<file path="config.mk">
export PLATFORM = sky130hd
export DESIGN_NAME = instruction_fetch_unit
export DESIGN_NICKNAME = d
export VERILOG_FILES = /design/src/rtl/instruction_fetch_unit.sv
export SDC_FILE = /design/constraint.sdc
export NUM_CORES = 1
export LEC_CHECK = 0
export BUFFER_PORTS_ARGS = -buffer_cell sky130_fd_sc_hd__clkbuf_2
export CAP_MARGIN = 10
export CORE_ASPECT_RATIO = 1.25
export CORE_MARGIN = 2
export CORE_UTILIZATION = 58
export CTS_CLUSTER_DIAMETER = 80
export CTS_CLUSTER_SIZE = 12
export DETAILED_ROUTE_END_ITERATION = 10
export PLACE_DENSITY = 0.86
export SYNTH_ARGS = -nofsm -noshare
export SYNTH_HDL_FRONTEND = slang
export SYNTH_SLANG_ARGS = --single-unit
</file>
<file path="constraint.sdc">
create_clock -name clk -period 12.9 [get_ports clk]
set_input_delay 1.29 -clock clk [delete_from_list [all_inputs] [get_ports clk]]
set_output_delay 1.29 -clock clk [all_outputs]
set_load 0.01 [all_outputs]
</file>
<file path="src/rtl/instruction_fetch_unit.sv">
`timescale 1ns/1ps
// -----------------------------------------------------------------------------
// instruction_fetch_unit
//
// Front end of the pipeline. Owns the PC, drives the combinational
// instruction memory, and queues fetched words in a small prefetch FIFO.
// Decode (IF/ID) reads the FIFO head through a valid/stall handshake.
// A branch or jump redirect flushes the FIFO and reloads the PC.
//
// Parameters
//   RESET_PC : PC loaded on reset (word-aligned byte address)
//   DEPTH    : prefetch FIFO entries (power of 2, >= 2)
//
// Ports
//   clk, rst_n            : clock (rising edge), asynchronous active-low reset
//   imem_addr / imem_instr: instruction memory request (= PC) / returned word
//   redirect_valid/_pc    : taken branch/jump and its target byte address
//   stall                 : decode cannot accept the head entry this cycle
//   ifid_valid/_instr/_pc/_pc_plus4 : FIFO head presented to decode
//   fetch_fault           : sticky misaligned-redirect fault
//
// Build option
//   IFU_MISALIGN_TRAP_EN : when defined, a redirect to a non-word-aligned
//   target sets fetch_fault and halts fetch until reset. When undefined, the
//   low two target bits are dropped and fetch_fault is tied low.
// -----------------------------------------------------------------------------
module instruction_fetch_unit #(
  parameter logic [31:0] RESET_PC = 32'h0000_0000,
  parameter int          DEPTH    = 2
) (
  input  logic        clk,
  input  logic        rst_n,
  output logic [31:0] imem_addr,
  input  logic [31:0] imem_instr,
  input  logic        redirect_valid,
  input  logic [31:0] redirect_pc,
  input  logic        stall,
  output logic        ifid_valid,
  output logic [31:0] ifid_instr,
  output logic [31:0] ifid_pc,
  output logic [31:0] ifid_pc_plus4,
  output logic        fetch_fault
);

  localparam int PW = (DEPTH > 1) ? $clog2(DEPTH) : 1;
  localparam int CW = $clog2(DEPTH) + 1;
  localparam logic [CW-1:0] DEPTH_C = CW'(DEPTH);

  logic [31:0]   pc_q, pc_d;
  logic [PW-1:0] rd_ptr_q, rd_ptr_d;
  logic [PW-1:0] wr_ptr_q, wr_ptr_d;
  logic [CW-1:0] count_q, count_d;

  // Storage is never reset: count_q alone decides whether an entry is live.
  logic [31:0] fifo_pc    [DEPTH];
  logic [31:0] fifo_instr [DEPTH];

  logic        push, pop, halted;
  logic [31:0] redirect_tgt;

`ifdef IFU_MISALIGN_TRAP_EN
  // Halt and fault are the same sticky state: a misaligned redirect stops
  // fetch and raises the fault until reset.
  logic fault_q, fault_d;
  assign halted       = fault_q;
  assign fetch_fault  = fault_q;
  assign redirect_tgt = redirect_pc;
`else
  assign halted       = 1'b0;
  assign fetch_fault  = 1'b0;
  assign redirect_tgt = redirect_pc & 32'hFFFF_FFFC;
`endif

  assign imem_addr = pc_q;
  assign ifid_valid = (count_q != '0);
  assign pop  = ifid_valid & ~stall & ~redirect_valid;
  // A full FIFO may still accept a word when the head leaves in the same cycle.
  assign push = ~redirect_valid & ~halted & ((count_q < DEPTH_C) | pop);

  always_comb begin
    pc_d     = pc_q;
    rd_ptr_d = rd_ptr_q;
    wr_ptr_d = wr_ptr_q;
    count_d  = count_q;
`ifdef IFU_MISALIGN_TRAP_EN
    fault_d  = fault_q;
`endif
    if (redirect_valid) begin
      // Redirect wins over everything: drop all prefetched words.
      pc_d     = redirect_tgt;
      rd_ptr_d = '0;
      wr_ptr_d = '0;
      count_d  = '0;
`ifdef IFU_MISALIGN_TRAP_EN
      if (redirect_pc[1:0] != 2'b00) fault_d = 1'b1;
`endif
    end else begin
      if (push) begin
        pc_d     = pc_q + 32'd4;
        wr_ptr_d = wr_ptr_q + PW'(1);
      end
      if (pop) rd_ptr_d = rd_ptr_q + PW'(1);
      case ({push, pop})
        2'b10:   count_d = count_q + CW'(1);
        2'b01:   count_d = count_q - CW'(1);
        default: count_d = count_q;
      endcase
    end
  end

  always_ff @(posedge clk or negedge rst_n) begin
    if (!rst_n) begin
      pc_q     <= RESET_PC;
      rd_ptr_q <= '0;
      wr_ptr_q <= '0;
      count_q  <= '0;
`ifdef IFU_MISALIGN_TRAP_EN
      fault_q  <= 1'b0;
`endif
    end else begin
      pc_q     <= pc_d;
      rd_ptr_q <= rd_ptr_d;
      wr_ptr_q <= wr_ptr_d;
      count_q  <= count_d;
`ifdef IFU_MISALIGN_TRAP_EN
      fault_q  <= fault_d;
`endif
    end
  end

  always_ff @(posedge clk) begin
    if (push) begin
      fifo_pc[wr_ptr_q]    <= pc_q;
      fifo_instr[wr_ptr_q] <= imem_instr;
    end
  end

  // Head outputs read zero whenever the FIFO is empty.
  assign ifid_pc       = ifid_valid ? fifo_pc[rd_ptr_q]           : 32'h0;
  assign ifid_instr    = ifid_valid ? fifo_instr[rd_ptr_q]        : 32'h0;
  assign ifid_pc_plus4 = ifid_valid ? fifo_pc[rd_ptr_q] + 32'd4   : 32'h0;

endmodule

</file>
### Word level (Yosys, flattened, before mapping)

Memories as Yosys holds them, arrays and structs flattened.
Index checks and enable logic that the tools add are counted.

| word-level totals | value |
|---|---|
| register bits after elaboration | 36 |
| latch bits | 0 |
| bits in writable memories | 128 |
| memory bits (read-only) | 0 |
| bits of input ports | 68 |
| output and inout bits | 130 |
| memories kept | 2 |

Memory list:

| memory | depth | bits a word | read ports | clocked after memory_dff | wr ports | RTL line | RTL |
|---|---|---|---|---|---|---|---|
| fifo_instr | 2 | 32 | 1 | 0 | 1 | 56 | `logic [31:0] fifo_instr [DEPTH];` |
| fifo_pc | 2 | 32 | 1 | 0 | 1 | 55 | `logic [31:0] fifo_pc [DEPTH];` |

| operators by class | value |
|---|---|
| add/subtract/negate cells | 6 |
| $mul | 0 |
| div/mod/pow operators | 0 |
| $lt $le $gt $ge | 1 |
| equal/unequal tests | 2 |
| shifts and indexed selects | 0 |
| multiplexer cells | 13 |
| bitwise operators | 6 |
| reduce and logical (&&, ||, !) cells | 4 |

Operators with widths:

| operator | number |
|---|---|
| $mux W32 | 5 |
| $add A32 B3 Y32 const B | 2 |
| $mux W1 | 6 |
| $reduce_bool A2 Y1 | 3 |
| $pmux W2 S2 | 1 |
| $and A1 B1 Y1 | 3 |
| $reduce_bool A3 Y1 | 1 |
| $add A1 B1 Y1 const B | 2 |
| $add A2 B1 Y2 const B | 1 |
| $eq A2 B1 Y1 const B | 1 |
| $eq A2 B2 Y1 const B | 1 |
| $lt A2 B2 Y1 const B | 1 |
| $mux W2 | 1 |
| $not A1 Y1 | 2 |
| $sub A2 B1 Y2 const B | 1 |
| $or A1 B1 Y1 | 1 |

### Logic depth before layout (Yosys ltp)

Gate-level depths: netlist (run 1).

| logic depth | value |
|---|---|
| word-level depth | 8 |
| depth in mapped cells | 12 |

### Worst setup path after synthesis (run 1)

OpenSTA, ideal clock, no wires.

| path | value |
|---|---|
| kind | input-to-reg |
| from | in redirect_valid |
| to | mem fifo_instr[0][0], enable pin |
| setup time | 575 ps |
| arrival time | 6225 ps |
| slack | 6101 ps |
| stages on the path | 3 |
| path buffers | 2 |
| cells stage by stage | buf_2 > clkbuf_1 > a211oi_1 |

| between the ends | value |
|---|---|
| word-level cells in the longest chain between the ends | 6 |

Ends and longest elaborated chain:

| item | RTL line | RTL |
|---|---|---|
| from (decl) | 35 | `input logic redirect_valid,` |
| $not A1 Y1 * | 76, 78 |  |
| $and A1 B1 Y1 | 76 | `assign pop = ifid_valid & ~stall & ~redirect_valid;` |
| $or A1 B1 Y1 | 78 | `assign push = ~redirect_valid & ~halted & ((count_q < DEPTH_C) \| pop);` |
| $and A1 B1 Y1 * | 78 |  |
| $mux W1 * | 132 | `if (push) begin` |
| $mux W1 (not written as such) * | 134 | `fifo_instr[wr_ptr_q] <= imem_instr;` |
| to (decl) | 56 |  |

Every way passes the cells marked *; elsewhere a longest branch is shown, timed or not.

### Final worst setup path (run 1)

| path | value |
|---|---|
| from | reg rd_ptr_q |
| to | out ifid_pc_plus4[29] |

| between the ends | value |
|---|---|
| word-level cells in the longest chain between the ends | 3 |

Ends and longest elaborated chain:

| item | RTL line | RTL |
|---|---|---|
| from (decl) | 50 | `logic [PW-1:0] rd_ptr_q, rd_ptr_d;` |
| from (signal assigned) | 122 | `rd_ptr_q <= rd_ptr_d;` |
| $mem_v2 Z2 W32 | - |  |
| $add A32 B3 Y32 | 141 | `assign ifid_pc_plus4 = ifid_valid ? fifo_pc[rd_ptr_q] + 32'd4 : 32'h0;` |
| $mux W32 | 141 |  |
| to (decl) | 41 | `output logic [31:0] ifid_pc_plus4,` |

No other way between the ends.

==> results of run 1 <==
==> state kept, by name (all words and copies together), names as in the netlist <==
register and cells:
count_q 2, fifo_instr 64, fifo_pc 60, imem_addr 30, rd_ptr_q 1, wr_ptr_q 1
==> how the worst min path moves through the flow <==
stage	cells past startpoint	slack, ns	endpoint	startpoint
6_report	0	0.52	fifo_pc[0][26]	imem_addr[26]
4_1_cts	0	0.53	fifo_pc[1][26]	imem_addr[26]
2_1_floorplan	2	0.51	count_q[0]	count_q[0]
3_5_place_dp	0	0.50	fifo_pc[1][26]	imem_addr[26]
3_3_place_gp	0	0.48	fifo_pc[1][26]	imem_addr[26]
5_1_grt	0	0.54	fifo_pc[0][26]	imem_addr[26]
==> worst register-to-register path, stage by stage, from the launching register on <==
cell and delay, ns:
dfrtp_1 0.48, nand3_1 0.25, nor3_4 0.61, nand4_1 0.29, o21a_1 0.26, o31a_1 0.27
==> metrics by stage <==
step | power, mW | hold WS, ns | utilization [%] | setup WS [ns] | instances
after floorplan | 0.777 | 0.507 | - | 6.10 | 631
after global placement | 0.853 | 0.482 | 66.7 | 8.47 | 956
after detailed placement | 0.864 | 0.502 | 66.7 | 8.40 | 956
after CTS | 1.36 | 0.526 | 71.3 | 7.95 | 988
after global routing | 1.41 | 0.542 | 71.3 | 7.72 | 988
final | 1.36 | 0.525 | 71.3 | 7.91 | 988
==> where the power goes <==
| group | switching, mW | internal (mW) | leakage (nW) |
|---|---|---|---|
| logic | 0.135 | 0.0873 | 1.92 |
| registers | 0.0374 | 0.597 | 1.58 |
| clock network | 0.200 | 0.298 | 0.307 |
| total | 0.373 | 0.982 | 3.81 |
==> cells by family (layout without fill, tap and decap cells) <==
kind of cell | count (synthesis) | count (layout)
DFF | 158 | 158
muxes | 69 | 69
xor gates and xnor gates | 41 | 41
adders and majority gates | 2 | 2
and+or+nand+nor | 238 | 238
buffers and inverters | 46 | 232
AOI/OAI and AO/OA | 70 | 70
other | 1 | 7
==> metal layers <==
metal	up-vias	track usage, %	routed length (um)
li1	2623	-	-
met1	2647	30.0	6790
met2	224	42.8	9090
met3	54	4.35	903
met4	0	12.8	645
met5	-	0	0
==> final cells by class <==
| class | instances | area [sq um] | area share [%] |
|---|---|---|---|
| clock buffers | 23 | 542 | 5.79 |
| clock inverters | 9 | 63.8 | 0.682 |
| inverters | 7 | 26.3 | 0.281 |
| multi-input cells | 427 | 2950 | 31.5 |
| flip-flops and latches | 158 | 4580 | 48.9 |
| well taps | 171 | 214 | 2.29 |
| repair buffers | 193 | 978 | 10.5 |
==> cell usage in the layout (no fill, tap or decap), types with 15 or more instances in the layout <==
cell       Yosys  routed
nand2_1       49      49
mux2i_1       57      57
o21ai_0       34      34
xor2_1        19      19
nand4_1       15      15
nand3_1       29      29
clkbuf_16      0      20
edfxtp_1     124     124
xnor2_1       22      22
dfrtp_1       34      33
clkbuf_2       0     188
nor2_1        86      85
==> results.tsv, run 1 <==
metric	value	unit
FF-to-FF Start	imem_addr[5]	
DR vias/cell	5.62	
DRT iter0 DRCs	316	
drt total wl	17400	um
fin crit share	38.7	%
deepest clock path buffer count	2	
crit path to	ifid_pc_plus4[29]	
Post-Synth XOR/XNOR Area	4.64	%
first drt pass iteration count	6	
total of warnings raised by yosys	0	
post-DR wirelength/cell	17.6	um
crit-path max FO	67	
cell with the largest stage delay on the worst path	buf_4	
number of cells on the critical path	7	
postcts setup bufs	0	
P&R area growth vs syn	21.0	%
worst-margin pin slew	1.03	ns
Primary FF master, synth	edfxtp_1	
top cells by area, synth	edfxtp_1 48%, dfrtp_1 11%, mux2i_1 7.4%, nor2_1 4.2%, xnor2_1 2.5%	
final worst path period need	4.99	ns
Total GRT Usage	24.9	%
Buffers & Inverters on Critical Path	2	
top cells by instance count after synthesis	124 x edfxtp_1, 86 x nor2_1, 57 x mux2i_1	
# rows	47	
status	finished clean	
Starting Density	59.0	%
adder-cell share of the synthesized area	0.324	%
CTS Buf Count	17	
Max Clock Skew	0.0120	ns
Final Hold Viols	0	
Final setup viols	0	
clk root buf	clkbuf_16	
nets	874	
main combinational cell family by area after synthesis	simple AND/OR/NAND/NOR gates	
top cell type's share of synthesized area	48.2	%
Post-CTS Hold Fix Bufs	0	
Max Freq	200	MHz
largest net degree at the start of global routing	81	
CTS tree	yes	
Yosys reg bits	158	
relative slew slack	31.3	%
HP Class	flip-flop to flip-flop	
count leader, synth	edfxtp_1	
Ports	198	
Max stage delay on crit path	0.80	ns
GPL Wtd Cong	0.861	
H-Tree Depth	4	
clock sink count	158	
CTS resizes	0	
Post-synth EDFFs	124	
via count	5548	
Synth Area in Compound Gates	6.47	%
# fillers	893	
Clock transition at path regs	0.06	ns
Die X	107	um
Cells after Synth	625	
asr flop ratio synth	21.5	%
CP cell instances	buf_4, mux2i_1, a21oi_4, nand4_4, o31a_1, nor3_1, clkbuf_2	
Worst-Skew Late Latency	0.42	ns
die height	133	um
Worst EP arrival	3.70	ns
syn avg cell area	12.4	sq um
simple-gate share of the synthesized area	16.9	%
max-slew violations	0	
Synth area leader	edfxtp_1	
Startpoint Class	flip-flop	
post-synthesis mux area share	9.17	%
DIE AREA	0.0143	sq mm
Final ANT Viol Nets	0	
Sum Neg Setup Slack	0	ns
max_cap viols	0	
pwr dens	145	mW/mm^2
first-pass GRT wire length	27800	um
DRC Markers	0	
Final Cell Area	0.00935	sq mm
sequential share of the synthesized area	59.2	%
layout cell share with drive strength beyond 1	32.1	%
Worst VDD drop	0.000113	V
port buffer count	188	
mapped cell area	0.00773	sq mm
# diodes	0	
r2r endpoint	imem_addr[31]	
crit end category	output port	
initial antenna violation count	0	
post-DP HPWL	11900	um
Worst R2R Setup Slack	10.63	ns
area of placed instances	0.00875	sq mm
LEAKAGE	3.81	nW
CP Data Required Time	11.61	ns
CP Class	flip-flop to output port	
Netlist cell types	57	
core area	0.0131	sq mm
global route overflow	0	
RSZ-0062 raised after global routing	false	
vias in the first global route	5528	
Crit. Startpoint	rd_ptr_q	
top cell family by delay on the critical path	buffers and inverters	
Worst Reg2Reg Path Length in Cells	5	
(Power assumes the default switching activity.)
==> inputs of run 2 (changes only) <==
Settings changed: ABC_AREA from default to 1, CORE_UTILIZATION 58 to 54, PLACE_DENSITY 0.86 to 0.8.
Clock period 12.9 ns to 4.9 ns, I/O delays scaled along.
==> run 2 against run 1 <==
Register-to-register slack worse by 8.2 ns. Clock power increased to 2.7 times the previous value. Non-clock buffer count up 1. Critical path depth rose by 4. Core utilization is 4.9 points lower. First-iteration DRC count grew 92%. Routed wire length increased by 25%. Critical endpoint is now ifid_pc_plus4[12]. Largest cell class unchanged. Highest routed layer unchanged.
==> results.tsv, run 2 <==
metric	value	unit
first-pass GRT wire length	34100	um
clk root buf	clkbuf_16	
post-DR wirelength/cell	15.6	um
syn avg cell area	8.12	sq um
initial antenna violation count	0	
main combinational cell family by area after synthesis	simple AND/OR/NAND/NOR gates	
Yosys reg bits	158	
total of warnings raised by yosys	0	
CTS tree	yes	
Max stage delay on crit path	0.64	ns
Worst VDD drop	0.000253	V
vias in the first global route	6905	
CP Data Required Time	4.41	ns
Startpoint Class	flip-flop	
RSZ-0062 raised after global routing	false	
die height	143	um
crit end category	output port	
GPL Wtd Cong	0.942	
Worst R2R Setup Slack	2.44	ns
largest net degree at the start of global routing	82	
CP Class	flip-flop to output port	
count leader, synth	nand2_1	
post-synthesis mux area share	0	%
Clock transition at path regs	0.07	ns
P&R area growth vs syn	20.1	%
Final ANT Viol Nets	0	
LEAKAGE	4.61	nW
Starting Density	55.3	%
Worst EP arrival	3.27	ns
pwr dens	376	mW/mm^2
Netlist cell types	39	
asr flop ratio synth	21.5	%
final core area utilization	66.4	%
relative slew slack	37.7	%
crit path to	ifid_pc_plus4[12]	
Primary FF master, synth	edfxtp_1	
fin crit share	76.8	%
mapped cell area	0.00831	sq mm
CP cell instances	inv_4, nand2_1, nand2_2, ha_1, inv_1, nor2_4, nand3_2, nor2_2, o21ai_0, a21oi_1, clkbuf_2	
max_cap viols	0	
deepest clock path buffer count	2	
port buffer count	188	
Die X	115	um
clock sink count	158	
postcts setup bufs	0	
global route overflow	0	
Synth Area in Compound Gates	6.66	%
max FFs per register	64	
# diodes	0	
Ports	198	
post-DP HPWL	15500	um
Final setup viols	0	
final worst path period need	3.76	ns
DRC Markers	0	
drt total wl	21800	um
Synth area leader	edfxtp_1	
DIE AREA	0.0164	sq mm
Max Clock Skew	0.00936	ns
area of the multi-input gates	0.00316	sq mm
FF/Latch Area	0.00458	sq mm
layout cell share with drive strength beyond 1	21.5	%
# fillers	1281	
r2r endpoint	fifo_instr[0][22]	
Post-synth EDFFs	124	
top cells by area, synth	edfxtp_1 45%, nand2_1 17%, dfrtp_1 10%, nor2_1 5.7%, inv_1 4.4%	
adder-cell share of the synthesized area	0.301	%
most frequent cells in the layout	383 x nand2_1, 188 x clkbuf_2, 125 x nor2_1, 124 x edfxtp_1, 96 x inv_1	
Crit. Startpoint	rd_ptr_q	
CTS resizes	0	
top cells by instance count after synthesis	383 x nand2_1, 126 x nor2_1, 124 x edfxtp_1	
CTS Buf Count	17	
top cell type's share of synthesized area	44.8	%
FF-to-FF Start	count_q[1]	
Total GRT Usage	26.9	%
simple-gate share of the synthesized area	29.9	%
Sum Neg Setup Slack	0	ns
worst-margin pin slew	0.935	ns
HP Class	input pin to asynchronous set/reset pin	
Post-CTS Hold Fix Bufs	0	
DR vias/cell	5.32	
Worst-Skew Late Latency	0.42	ns
DRT iter0 DRCs	607	
most common cell after layout, fill and taps aside	nand2_1	
core area	0.0150	sq mm
# rows	50	
Cells after Synth	1023	
Final Hold Viols	0	
via count	7435	
Top reg by flops	fifo_instr	
Post-Synth XOR/XNOR Area	0.738	%
max-slew violations	0	
sequential share of the synthesized area	55.1	%
nets	1273	
status	finished clean	
Worst Reg2Reg Path Length in Cells	8	
H-Tree Depth	4	
cell with the largest stage delay on the worst path	dfrtp_2	
Max Freq	266	MHz
crit-path max FO	64	
first drt pass iteration count	5	
==> run 2: cell count changes in the layout (fill, tap and decap cells not counted), moves of 11 or more <==
cell,previous run,this run
inv_1,7,96
nand3_1,29,50
nor2_2,0,11
and2_1,14,0
nor2_1,85,125
xnor2_1,22,1
mux2i_1,57,0
nand2_1,49,383
a21oi_1,5,55
xor2_1,19,6
==> run 2: cells by family (layout without fill, tap and decap cells) <==
kind of cell	count (synthesis)	in the layout
AO/OA/AOI/OAI	104	104
XOR/XNOR	7	7
adder cells (fa/ha/maj)	2	2
buffers and inverters	142	329
flip-flops	158	158
other	1	7
AND/OR/NAND/NOR	609	609
==> run 2: per-stage QoR <==
step	cell area, sq um	instances	power (mW)	worst slack, ns	hold slack, ns
2_1_floorplan	8330	1029	2.13	2.21	0.194
3_3_place_gp	9360	1366	2.40	1.45	0.553
3_5_place_dp	9360	1366	2.42	1.37	0.560
4_1_cts	9980	1398	3.76	1.13	0.216
5_1_grt	9980	1398	3.91	0.892	0.242
6_report	9980	1398	3.75	1.14	0.198
==> run 2: worst min path at each step <==
| stage | from | endpoint | depth (start not counted) |
|---|---|---|---|
| global placement | count_q[0] | count_q[0] | 2 |
| finish | rst_n | imem_addr[27] | 1 |
| detailed placement | wr_ptr_q | wr_ptr_q | 2 |
| global route | imem_instr[21] | fifo_instr[0][21] | 1 |
| CTS | rst_n | imem_addr[27] | 1 |
| floorplan | rst_n | count_q[0] | 0 |
==> run 2: area by class of cell <==
type	instances	area share, %
clock buffer	17	4.26
tap	182	2.28
timing repair buffer	194	10.1
clock inverter	15	1.88
inverter	103	3.90
multi-input combinational	729	31.7
sequential	158	45.9
==> run 2: worst max-delay path, delay by kind of cell, from the launching register on <==
family,cells,cell delay (ns)
simple gates,5,0.82
compound gates,2,0.28
buf+inv,3,0.86
fa+ha+maj,1,0.23
flops,1,0.64
==> run 2: where the power goes <==
| group | switching, mW | leakage (nW) | total [mW] | internal (mW) |
|---|---|---|---|---|
| Combinational | 0.484 | 2.76 | 0.716 | 0.232 |
| Sequential | 0.105 | 1.55 | 1.69 | 1.58 |
| Clock | 0.609 | 0.301 | 1.35 | 0.739 |
| Total | 1.20 | 4.61 | 3.75 | 2.55 |
==> run 2: routing by layer <==
layer / wire length [um] / up-vias / GRT usage (%)
met2: 11100 / 310 / 47.1
met5: 0 / - / 0
met1: 8750 / 3426 / 33.8
met3: 1420 / 41 / 4.03
li1: - / 3658 / -
met4: 600 / 0 / 9.51
==> inputs of run 3 (changes only) <==
Settings changed: CORE_UTILIZATION 54 to 49, PLACE_DENSITY 0.8 to 0.77.
Clock period 4.9 ns to 3.1 ns, I/O delays scaled along.
==> run 3 against run 2 <==
Total power up 55%. Non-clock buffer count up 6. Combinational power up 61%. Cell area up 0.74%. Critical endpoint is now ifid_pc_plus4[28]. Critical path depth up 1. Global-route usage down 2.8 points. Core utilization down 6.3 points. Cell count up 3.1%. Via count down 2.1%. Critical path type unchanged. Clock skew down 0.0020 ns.
==> results.tsv, run 3 (synthesized netlist as in run 2, its figures left out) <==
metric	value	unit
core area	0.0167	sq mm
crit-path max FO	29	
die height	150	um
first drt pass iteration count	5	
Die X	120	um
Startpoint Class	flip-flop	
CP Class	flip-flop to output port	
worst-margin pin slew	0.933	ns
CTS tree	yes	
CTS Buf Count	17	
Final ANT Viol Nets	0	
Total GRT Usage	24.1	%
H-Tree Depth	4	
Crit path top cell by count	nand2_1	
max FFs per register	64	
DRC Markers	0	
crit end category	output port	
Final Hold Viols	0	
most common cell after layout, fill and taps aside	nand2_1	
vias in the first global route	6793	
CP cell instances	buf_4, nand2_1, nand2_1, nand2_1, nor2_2, nand2_1, nor2_1, nand2_1, nand2_1, nand2_1, nor2_1, clkbuf_2	
pwr dens	580	mW/mm^2
cell with the largest stage delay on the worst path	dfrtp_2	
port buffer count	188	
Clock transition at path regs	0.07	ns
via count	7280	
# fillers	1511	
RSZ-0062 raised after global routing	true	
first-pass GRT wire length	33700	um
drt total wl	21400	um
Max stage delay on crit path	0.48	ns
Buffers & Inverters on Critical Path	2	
deepest clock path buffer count	2	
Ports	198	
# rows	53	
area of placed instances	0.00946	sq mm
relative slew slack	37.8	%
fin cells	1442	
GPL Wtd Cong	0.950	
clock sink count	158	
Starting Density	49.7	%
# diodes	0	
max-slew violations	0	
post-DP HPWL	15600	um
max_cap viols	0	
Max Freq	349	MHz
Final Cell Area	0.0100	sq mm
Max Clock Skew	0.00737	ns
P&R area growth vs syn	21.0	%
Worst-Skew Late Latency	0.42	ns
dpl cells	1410	
clk root buf	clkbuf_16	
DIE AREA	0.0180	sq mm
final worst path period need	2.86	ns
HP Class	input pin to asynchronous set/reset pin	
Final setup viols	0	
LEAKAGE	4.62	nW
post-DR wirelength/cell	14.9	um
Worst EP arrival	2.55	ns
CP Data Required Time	2.79	ns
nets	1279	
Worst VDD drop	0.000309	V
WHS	0.0123	ns
most frequent cells in the layout	383 x nand2_1, 188 x clkbuf_2, 125 x nor2_1, 124 x edfxtp_1, 96 x inv_1	
final core area utilization	60.1	%
Post-CTS Hold Fix Bufs	0	
status	finished clean	
DR vias/cell	5.05	
fin crit share	92.3	%
top cell family by delay on the critical path	simple AND/OR/NAND/NOR gates	
global route overflow	0	
initial antenna violation count	0	
Top reg by flops	fifo_instr	
largest net degree at the start of global routing	63	
layout cell share with drive strength beyond 1	21.9	%
DRT iter0 DRCs	513	
## run 3: cell count changes in the layout (fill, tap and decap cells not counted)
| cell | delta |
|---|---|
| buf_4 | +6 |
| bufinv_16 | -1 |
| clkinv_1 | -1 |
| clkinv_4 | +1 |
| clkinvlp_4 | +2 |
| inv_4 | -1 |
| inv_6 | +1 |
| inv_8 | -1 |
## run 3: cell type report
| type | count | area (sq um) | area share, % |
|---|---|---|---|
| clock inverters | 15 | 164 | 1.63 |
| inverters | 103 | 394 | 3.92 |
| repair buffers | 200 | 1060 | 10.5 |
| flip-flops and latches | 158 | 4580 | 45.5 |
| multi-input cells | 729 | 3160 | 31.4 |
| clock buffers | 17 | 425 | 4.23 |
| well taps | 220 | 275 | 2.74 |
## run 3: per-stage QoR
step / TNS (ns) / setup WS, ns / power, mW
floorplan: 0 / 0.580 / 3.37
global placement: 0 / 0.607 / 3.82
detailed placement: 0 / 0.592 / 3.84
CTS: 0 / 0.127 / 5.86
global route: -0.0477 / -0.0230 / 6.10
finish: 0 / 0.239 / 5.83
## run 3: final timing paths
kind / from / endpoint / slack, ns / depth (start not counted)
worst min register to register: imem_addr[12] / fifo_pc[0][12] / 0.58 / 0
max in group asynchronous: rst_n / rd_ptr_q / 2.44 / 1
worst min-delay path: rst_n / imem_addr[23] / 0.01 / 1
worst max register to register: imem_addr[3] / imem_addr[20] / 0.80 / 12
worst max-delay path: rd_ptr_q / ifid_pc_plus4[28] / 0.24 / 12
min in group clk: imem_instr[19] / fifo_instr[0][19] / 0.07 / 1
## run 3: report_power, final
group | leakage, nW | internal [mW] | switching [mW] | total (mW)
combinational | 2.79 | 0.377 | 0.769 | 1.15
sequential | 1.55 | 2.50 | 0.152 | 2.65
clock | 0.283 | 1.08 | 0.949 | 2.03
## run 3: what timing repair did
item,in CTS,in global routing
buffers inserted,0,0
hold endpoints to repair,0,0
endpoints found under the setup margin,0,8
gates resized for setup,0,2
## run 3: worst reg2reg max path, cell delays in order, from the launching register on
cell,delay (ns)
dfrtp_1,0.50
ha_1,0.29
nand2_1,0.09
nor2_1,0.28
nand2_1,0.16
inv_1,0.23
nand2_1,0.11
nor2_1,0.23
nand3_1,0.10
nand2_1,0.07
nand2_1,0.05
nand2_1,0.05
inv_1,0.03
## run 3: routing by layer
layer | global-route usage [%] | up-vias | part of all wire, %
li1 | - | 3661 | -
met1 | 29.7 | 3332 | 41
met2 | 42.2 | 249 | 50
met3 | 4.54 | 38 | 5.7
met4 | 8.78 | 0 | 2.7
met5 | 0 | - | 0
